`src/rtl/uart_xmtr.sv`:
```
// rtl/uart_xmtr.sv - buffered 8N1-style UART transmitter with valid/ready byte input
module uart_xmtr #(
  parameter int CLKS_PER_BIT = 16,
  parameter int DATA_BITS    = 8,
  parameter int PARITY       = 0,
  parameter int STOP_BITS    = 1,
  parameter int FIFO_DEPTH   = 16
) (
  input  logic                          clock,
  input  logic                          reset,
  input  logic                          tx_enable,
  input  logic [DATA_BITS-1:0]          tx_data,
  input  logic                          tx_valid,
  output logic                          tx_ready,
  output logic                          uart_sout,
  output logic                          busy,
  output logic [$clog2(FIFO_DEPTH):0]   fifo_count,
  output logic                          frame_done
);

  localparam int AW = $clog2(FIFO_DEPTH);
  localparam int CW = AW + 1;
  localparam int BW = $clog2(CLKS_PER_BIT);

  localparam logic [BW-1:0] BAUD_LAST = BW'(CLKS_PER_BIT - 1);
  localparam logic [2:0]    DATA_LAST = 3'(DATA_BITS - 1);
  localparam logic [2:0]    STOP_LAST = 3'(STOP_BITS - 1);
  localparam logic [CW-1:0] FULL_CNT  = CW'(FIFO_DEPTH);

  typedef enum logic [2:0] {S_IDLE, S_START, S_DATA, S_PAR, S_STOP} state_e;

  state_e               state_q, state_d;
  logic [BW-1:0]        baud_q, baud_d;
  logic [2:0]           bit_q, bit_d;
  logic [DATA_BITS-1:0] shift_q, shift_d;
  logic                 par_q, par_d;
  logic [CW-1:0]        wr_ptr_q, wr_ptr_d;
  logic [CW-1:0]        rd_ptr_q, rd_ptr_d;
  logic [CW-1:0]        count_d;
  logic                 sout_d, busy_d, ready_d, frame_done_d;
  logic                 push, pop, can_start, wrap;
  logic [DATA_BITS-1:0] head;

  logic [DATA_BITS-1:0] mem [FIFO_DEPTH];

  assign head = mem[rd_ptr_q[AW-1:0]];

  // Next-state logic: FIFO pointers, bit timing and serial framing
  always_comb begin
    push      = tx_valid & tx_ready;
    can_start = tx_enable && (fifo_count != '0);
    wrap      = (baud_q == BAUD_LAST);
    pop       = 1'b0;
    state_d   = state_q;
    baud_d    = wrap ? '0 : baud_q + BW'(1);
    bit_d     = bit_q;
    shift_d   = shift_q;
    par_d     = par_q;

    case (state_q)
      S_IDLE: begin
        baud_d = '0;
        if (can_start) begin
          pop     = 1'b1;
          state_d = S_START;
          bit_d   = '0;
          shift_d = head;
          par_d   = (^head) ^ (PARITY == 2);
        end
      end
      S_START: begin
        if (wrap) begin
          state_d = S_DATA;
          bit_d   = '0;
        end
      end
      S_DATA: begin
        if (wrap) begin
          if (bit_q == DATA_LAST) begin
            state_d = (PARITY != 0) ? S_PAR : S_STOP;
            bit_d   = '0;
          end else begin
            bit_d   = bit_q + 3'd1;
            shift_d = shift_q >> 1;
          end
        end
      end
      S_PAR: begin
        if (wrap) begin
          state_d = S_STOP;
          bit_d   = '0;
        end
      end
      S_STOP: begin
        if (wrap) begin
          if (bit_q != STOP_LAST) begin
            bit_d = bit_q + 3'd1;
          end else if (can_start) begin
            // Back-to-back: next start bit follows the stop bit with no idle gap
            pop     = 1'b1;
            state_d = S_START;
            bit_d   = '0;
            shift_d = head;
            par_d   = (^head) ^ (PARITY == 2);
          end else begin
            state_d = S_IDLE;
          end
        end
      end
      default: state_d = S_IDLE;
    endcase

    wr_ptr_d = push ? wr_ptr_q + CW'(1) : wr_ptr_q;
    rd_ptr_d = pop  ? rd_ptr_q + CW'(1) : rd_ptr_q;
    count_d  = wr_ptr_d - rd_ptr_d;

    case (state_d)
      S_START: sout_d = 1'b0;
      S_DATA:  sout_d = shift_d[0];
      S_PAR:   sout_d = par_d;
      default: sout_d = 1'b1;
    endcase

    frame_done_d = (state_d == S_STOP) && (bit_d == STOP_LAST) && (baud_d == BAUD_LAST);
    busy_d       = (state_d != S_IDLE) || (count_d != '0);
    ready_d      = (count_d != FULL_CNT);
  end

  // State and registered outputs; reset abandons any partial frame at once
  always_ff @(posedge clock or negedge reset) begin
    if (!reset) begin
      state_q    <= S_IDLE;
      baud_q     <= '0;
      bit_q      <= '0;
      shift_q    <= '0;
      par_q      <= 1'b0;
      wr_ptr_q   <= '0;
      rd_ptr_q   <= '0;
      fifo_count <= '0;
      uart_sout  <= 1'b1;
      busy       <= 1'b0;
      tx_ready   <= 1'b0;
      frame_done <= 1'b0;
    end else begin
      state_q    <= state_d;
      baud_q     <= baud_d;
      bit_q      <= bit_d;
      shift_q    <= shift_d;
      par_q      <= par_d;
      wr_ptr_q   <= wr_ptr_d;
      rd_ptr_q   <= rd_ptr_d;
      fifo_count <= count_d;
      uart_sout  <= sout_d;
      busy       <= busy_d;
      tx_ready   <= ready_d;
      frame_done <= frame_done_d;
    end
  end

  // Byte storage; contents need no reset since pointers gate every read
  always_ff @(posedge clock) begin
    if (push) mem[wr_ptr_q[AW-1:0]] <= tx_data;
  end

endmodule
```
`config.mk`:
```
export PLATFORM = sky130hd
export DESIGN_NAME = uart_xmtr
export DESIGN_NICKNAME = d
export VERILOG_FILES = /design/src/rtl/uart_xmtr.sv
export SDC_FILE = /design/constraint.sdc
export NUM_CORES = 1
export LEC_CHECK = 0
export ABC_CLOCK_PERIOD_IN_PS = 5200
export BUFFER_PORTS_ARGS = -buffer_cell sky130_fd_sc_hd__buf_2
export CELL_PAD_IN_SITES_DETAIL_PLACEMENT = 0
export CELL_PAD_IN_SITES_GLOBAL_PLACEMENT = 2
export CORE_MARGIN = 1
export CORE_UTILIZATION = 30
export DETAILED_ROUTE_END_ITERATION = 16
export PLACE_DENSITY_LB_ADDON = 0.3
export REMOVE_ABC_BUFFERS = 1
export SLEW_MARGIN = 20
export SYNTH_ARGS = -nofsm -noshare
export SYNTH_HDL_FRONTEND = slang
export SYNTH_SLANG_ARGS = --single-unit
```
`constraint.sdc`:
```
create_clock -name clock -period 5.2 [get_ports clock]
set_clock_uncertainty 0.2 [all_clocks]
set_input_delay 0 -clock clock [delete_from_list [all_inputs] [get_ports clock]]
set_output_delay 0 -clock clock [all_outputs]
set_load 0.02 [all_outputs]
```
* After elaboration in Yosys (flattened, before gate mapping)
Memory sizes are Yosys's and may differ from the RTL's. Cells that the tools add are included. Widths: inputs -> output; s select.
Cells by class: eq/ne operators 16, reduce and logical (&&, ||, !) cells 14, mux-type cells 37, add/subtract/negate cells 5, bitwise logic cells 1
Operators by type and width (count):
- $mux 8 | 5
- $mux 3 | 13
- $pmux 8 s3 | 1
- $pmux 3 s5 | 1
- $eq 3x2->1 const B | 4
- $pmux 3 s4 | 1
- $add 5x1->5 const B | 2
- $mux 5 | 2
- $reduce_bool 5->1 | 2
- $eq 3x3->1 const B | 3
- $mux 1 | 9
- $reduce_bool 3->1 | 3
- $eq 4x4->1 const B | 2
- $mux 4 | 2
- $ne 2x2->1 const B | 4
- $reduce_xor 8->1 | 1
- $eq 3x1->1 const B | 2
- $logic_not 3->1 | 2
- $ne 5x5->1 const B | 1
- $reduce_and 5->1 | 1
- $sub 5x5->5 | 1
- $add 4x1->4 const B | 1
- $pmux 1 s2 | 2
- $add 3x1->3 const B | 1
- other kinds (5) | 7
Word-level totals: output and inout port bits 9, bits of input ports 12, memories kept 1, logic and storage cells 87, bits in writable memories 128, bits in registers 38
Memory list:
- mem | words 16, width 8, rd ports 1, clocked after Yosys merged registers in 0, wr ports 1, RTL line 44 | logic [DATA_BITS-1:0] mem [FIFO_DEPTH];

* Longest topological paths before layout
word-level depth 10, depth in mapped cells 14, gate-level depth less buffers 13

* Least setup slack after synthesis
Ideal clock, no wire load.
kind reg-to-reg, start register fifo_count[1], end register tx_ready, cell stages (with the launch flop) 13, setup slack 1.922 ns, required time 4.869 ns, data arrival time 2.947 ns, setup time 0.131 ns, path buffers 1, period minus slack after synthesis 3.278 ns, path through dfrtp_1 or4_1 o211ai_1 nor2_4 buf_6 xor2_1 ha_1 inv_1 fa_1 a21o_1 a21oi_1 xnor3_1 nand2b_1
Between the ends: cells in the longest elaborated chain, start to end 9
RTL lines:
- start, declared | RTL line 17 | output logic [$clog2(FIFO_DEPTH):0] fifo_count,
- start signal, assigned | RTL line 152 | fifo_count <= count_d;
- $reduce_bool 5->1 * | RTL line 51 | can_start = tx_enable && (fifo_count != '0);
- $logic_and 1x1->1 * | RTL line 51
- $mux 1 * | RTL line 63, 98
- $mux 1 | RTL line 96 | if (bit_q != STOP_LAST) begin
- $mux 1 | RTL line 95 | if (wrap) begin
- $pmux 1 s2 * | RTL line 60 | case (state_q)
- $mux 5 * | RTL line 114 | rd_ptr_d = pop ? rd_ptr_q + CW'(1) : rd_ptr_q;
- via rd_ptr_d[0] | RTL line 38 | logic [CW-1:0] rd_ptr_q, rd_ptr_d;
- $sub 5x5->5 * | RTL line 115 | count_d = wr_ptr_d - rd_ptr_d;
- $ne 5x5->1 * | RTL line 126 | ready_d = (count_d != FULL_CNT);
- via ready_d | RTL line 40 | logic sout_d, busy_d, ready_d, frame_done_d;
- end signal, assigned | RTL line 155 | tx_ready <= ready_d;
- end, declared | RTL line 14 | output logic tx_ready,
Mark *: on every way through the listed nets, which the timed path passes. The rest lies on a longest branch. A chain may end at the register's enable or synchronous reset.

* Final worst setup path
start register baud_q[0], end register tx_ready
Between the ends: cells in the longest elaborated chain, start to end 6
RTL lines:
- start, declared | RTL line 33 | logic [BW-1:0] baud_q, baud_d;
- start signal, assigned | RTL line 146 | baud_q <= baud_d;
- $eq 4x4->1 | RTL line 52 | wrap = (baud_q == BAUD_LAST);
- $mux 1 | RTL line 95
- $pmux 1 s2 | RTL line 60
- $mux 5 | RTL line 114
- via rd_ptr_d[0] | RTL line 38
- $sub 5x5->5 | RTL line 115
- $ne 5x5->1 | RTL line 126
- via ready_d | RTL line 40
The timed path passes the listed nets, and every way through them passes these cells.

==> run summary <==
Worst EP arrival: 3.51 ns
DR iter-0 viols: 175
vias in the first global route: 3687
# rows: 55
Final Hold Fails: 0
drt pass-1 iters: 4
clk sink count: 166
Top Ports: 21
Final min period: 3.41 ns
RSZ-0062 raised after global routing: no
antenna cell count: 0
share of cells above drive strength 1: 0.178
Required @ worst endpoint: 5.30 ns
WS Path Type: flop to flop
synthesized area: 6950 µm²
root buffer cell: clkbuf_16
pin slew with the least headroom to its limit: 0.857 ns
Max Cap Viol: 0
Synth Flop Type: edfxtp_1
die area: 23800 µm²
Die W: 154 µm
global-route wire length before repair: 21500 µm
total wire length: 13400 µm
FMAX: 0.293 GHz
P_leak: 2.86 nW
FF+latch count, synth: 166
CTS tree: done
status: completed
Die Y: 154 µm
Synth Warn #: 0
Vias: 3501
Area Overhead vs Synth: 15.1%
Initial Util: 0.306
Hold WC Path Type: input port to asynchronous set/reset pin
number of remaining DRC errors: 0
slew margin rel.: 0.429
TritonCTS buffer count: 17
largest net degree at the start of global routing: 39
initial antenna violation count: 0
CP endpoint kind: flop
final instance area: 8000 µm²
top cell type's share of synthesized area: 0.553
Slew Viols, Final: 0
total negative slack: 0 ns
gp weighted congestion: 0.716
Avg Inst Size Synth: 17.2 µm²
# H-tree levels: 4
post-route ant nets: 0
EDFF count, synth: 128
Core Box Area: 22700 µm²
grt total ovfl: 0
sequential-to-total area share from yosys stat: 0.690
latest clock arrival within the worst-skew pair: 0.42 ns
synth unique cells: 51
Clock Tree Buf Depth: 2
layout net count: 467
Reg2Reg Setup Slack: 1.79 ns
dominant cells by area after synthesis: edfxtp_1, dfrtp_1, mux4_2
post-detail-place hpwl: 9030 µm
Startpoint Class: flop
Cells after Synth: 405
Final setup viols: 0
maximum VDD drop: 0.245 mV
CTS resizes: 0
routed len/inst: 18.1 µm
Crit Path Max Fanout: 16
IO Port Bufs: 20
drt via density: 4.74
Total GRT Usage: 0.123
Placed Area: 7300 µm²
Synth area leader: edfxtp_1
Tcrit/Tclk final: 0.655
Power Density: 565 nW/µm²
clock-pin slew on the worst setup and hold paths: 0.06 ns
Async S/R FF share, synth: 0.229
-- flip-flops by register name, indices dropped and copies added (netlist names) --
signal      flops
state_q         3
uart_sout       1
rd_ptr_q        5
busy            1
mem           128
baud_q          4
par_q           1
bit_q           3
fifo_count      5
frame_done      1
tx_ready        1
shift_q         8
wr_ptr_q        5
-- synthesized netlist by cell type, drive strengths merged, types with 3 or more instances --
| cell type | n |
|---|---|
| nor3 | 5 |
| a22oi | 23 |
| clkdlybuf4s25 | 3 |
| and2 | 17 |
| nor2 | 10 |
| inv | 14 |
| xnor2 | 14 |
| nand3 | 5 |
| a21oi | 7 |
| dfrtp | 37 |
| nand2 | 34 |
| nor4 | 3 |
| ha | 13 |
| buf | 8 |
| mux4 | 32 |
| clkbuf | 6 |
| xor2 | 6 |
| edfxtp | 128 |
| o21ai | 6 |
-- critical path: stages, from the launching register on --
cell and delay [ns]:
dfrtp_1 0.39, ha_1 0.21, nand3_1 0.19, o21a_1 0.27, nor2_4 0.36, xor2_1 0.24, ha_1 0.18, inv_1 0.05
fa_1 0.39, a21o_1 0.20, a21oi_1 0.18, xnor3_1 0.27, nand2b_1 0.16
-- cell usage in the layout (no fill, tap or decap), types with 11 or more instances in the layout --
cell,netlist,final
nand2_1,34,34
edfxtp_1,128,128
buf_2,2,20
mux4_1,11,11
a22oi_1,23,23
inv_1,14,14
xnor2_1,13,13
dfrtp_1,37,36
and2_1,17,17
dlygate4sd3_1,0,11
clkbuf_16,0,17
ha_1,13,13
mux4_2,21,21
-- what timing repair did --
item                      in CTS  in global routing
hold endpoints to repair     173                  0
buffers inserted               0                  0
hold buffers                  11                  0
-- cell type report --
cell class	instances	area, µm²
clock buffer	19	433
inverter	14	52.6
multi-input combinational	208	1970
clock inverter	13	159
sequential	166	4800
fill	2167	14700
tap	285	357
timing repair buffer	34	233
-- final timing paths --
kind                                           to              startpoint  cells after the start
setup / recovery               tx_ready$_DFF_PN0_     baud_q[0]$_DFF_PN0_                     12
hold / removal               frame_done$_DFF_PN0_                   reset                      2
setup reg to reg               tx_ready$_DFF_PN0_     baud_q[0]$_DFF_PN0_                     12
hold reg to reg            shift_q[1]$_DFFE_PN0P_  shift_q[2]$_DFFE_PN0P_                      2
max in group asynchronous   rd_ptr_q[0]$_DFF_PN0_                   reset                      2
min in group clock         shift_q[1]$_DFFE_PN0P_  shift_q[2]$_DFFE_PN0P_                      2
-- layer usage --
layer	global-route usage	share of wire
met1	0.155	0.44
met2	0.205	0.51
met3	0.0286	0.028
met4	0.0505	0.014
met5	0	0
-- kinds of logic (layout without fill, tap and decap cells) --
kind of cell / Yosys count / after routing / synth area share
simple gates: 90 / 90 / 0.0659
mux: 33 / 33 / 0.111
buf+inv: 31 / 80 / 0.0265
compound gates: 50 / 50 / 0.0509
xor+xnor: 21 / 21 / 0.0295
fa+ha+maj: 14 / 14 / 0.0263
flops: 166 / 166 / 0.690
-- metrics by stage --
stage                     std cells  worst slack [ns]  total power, mW  utilization  hold slack, ns
after global placement          696              1.87             3.31        0.321         -0.0436
after floorplan                 388              1.76             2.89            -          -0.496
after detailed placement        696              1.78             3.33        0.321         -0.0277
after CTS                       739              1.78             4.60        0.352          0.0686
final                           739              1.79             4.52        0.352          0.0189
after global routing            739              1.49             4.80        0.352           0.107
-- where the power goes --
group / internal [mW] / leakage [nW] / switching, mW / total, mW
registers: 1.66 / 1.62 / 0.192 / 1.85
clock network: 0.725 / 0.284 / 0.535 / 1.26
logic: 0.667 / 0.962 / 0.747 / 1.41
total: 3.05 / 2.86 / 1.47 / 4.52
No activity file was read; power rests on OpenSTA's default activity.
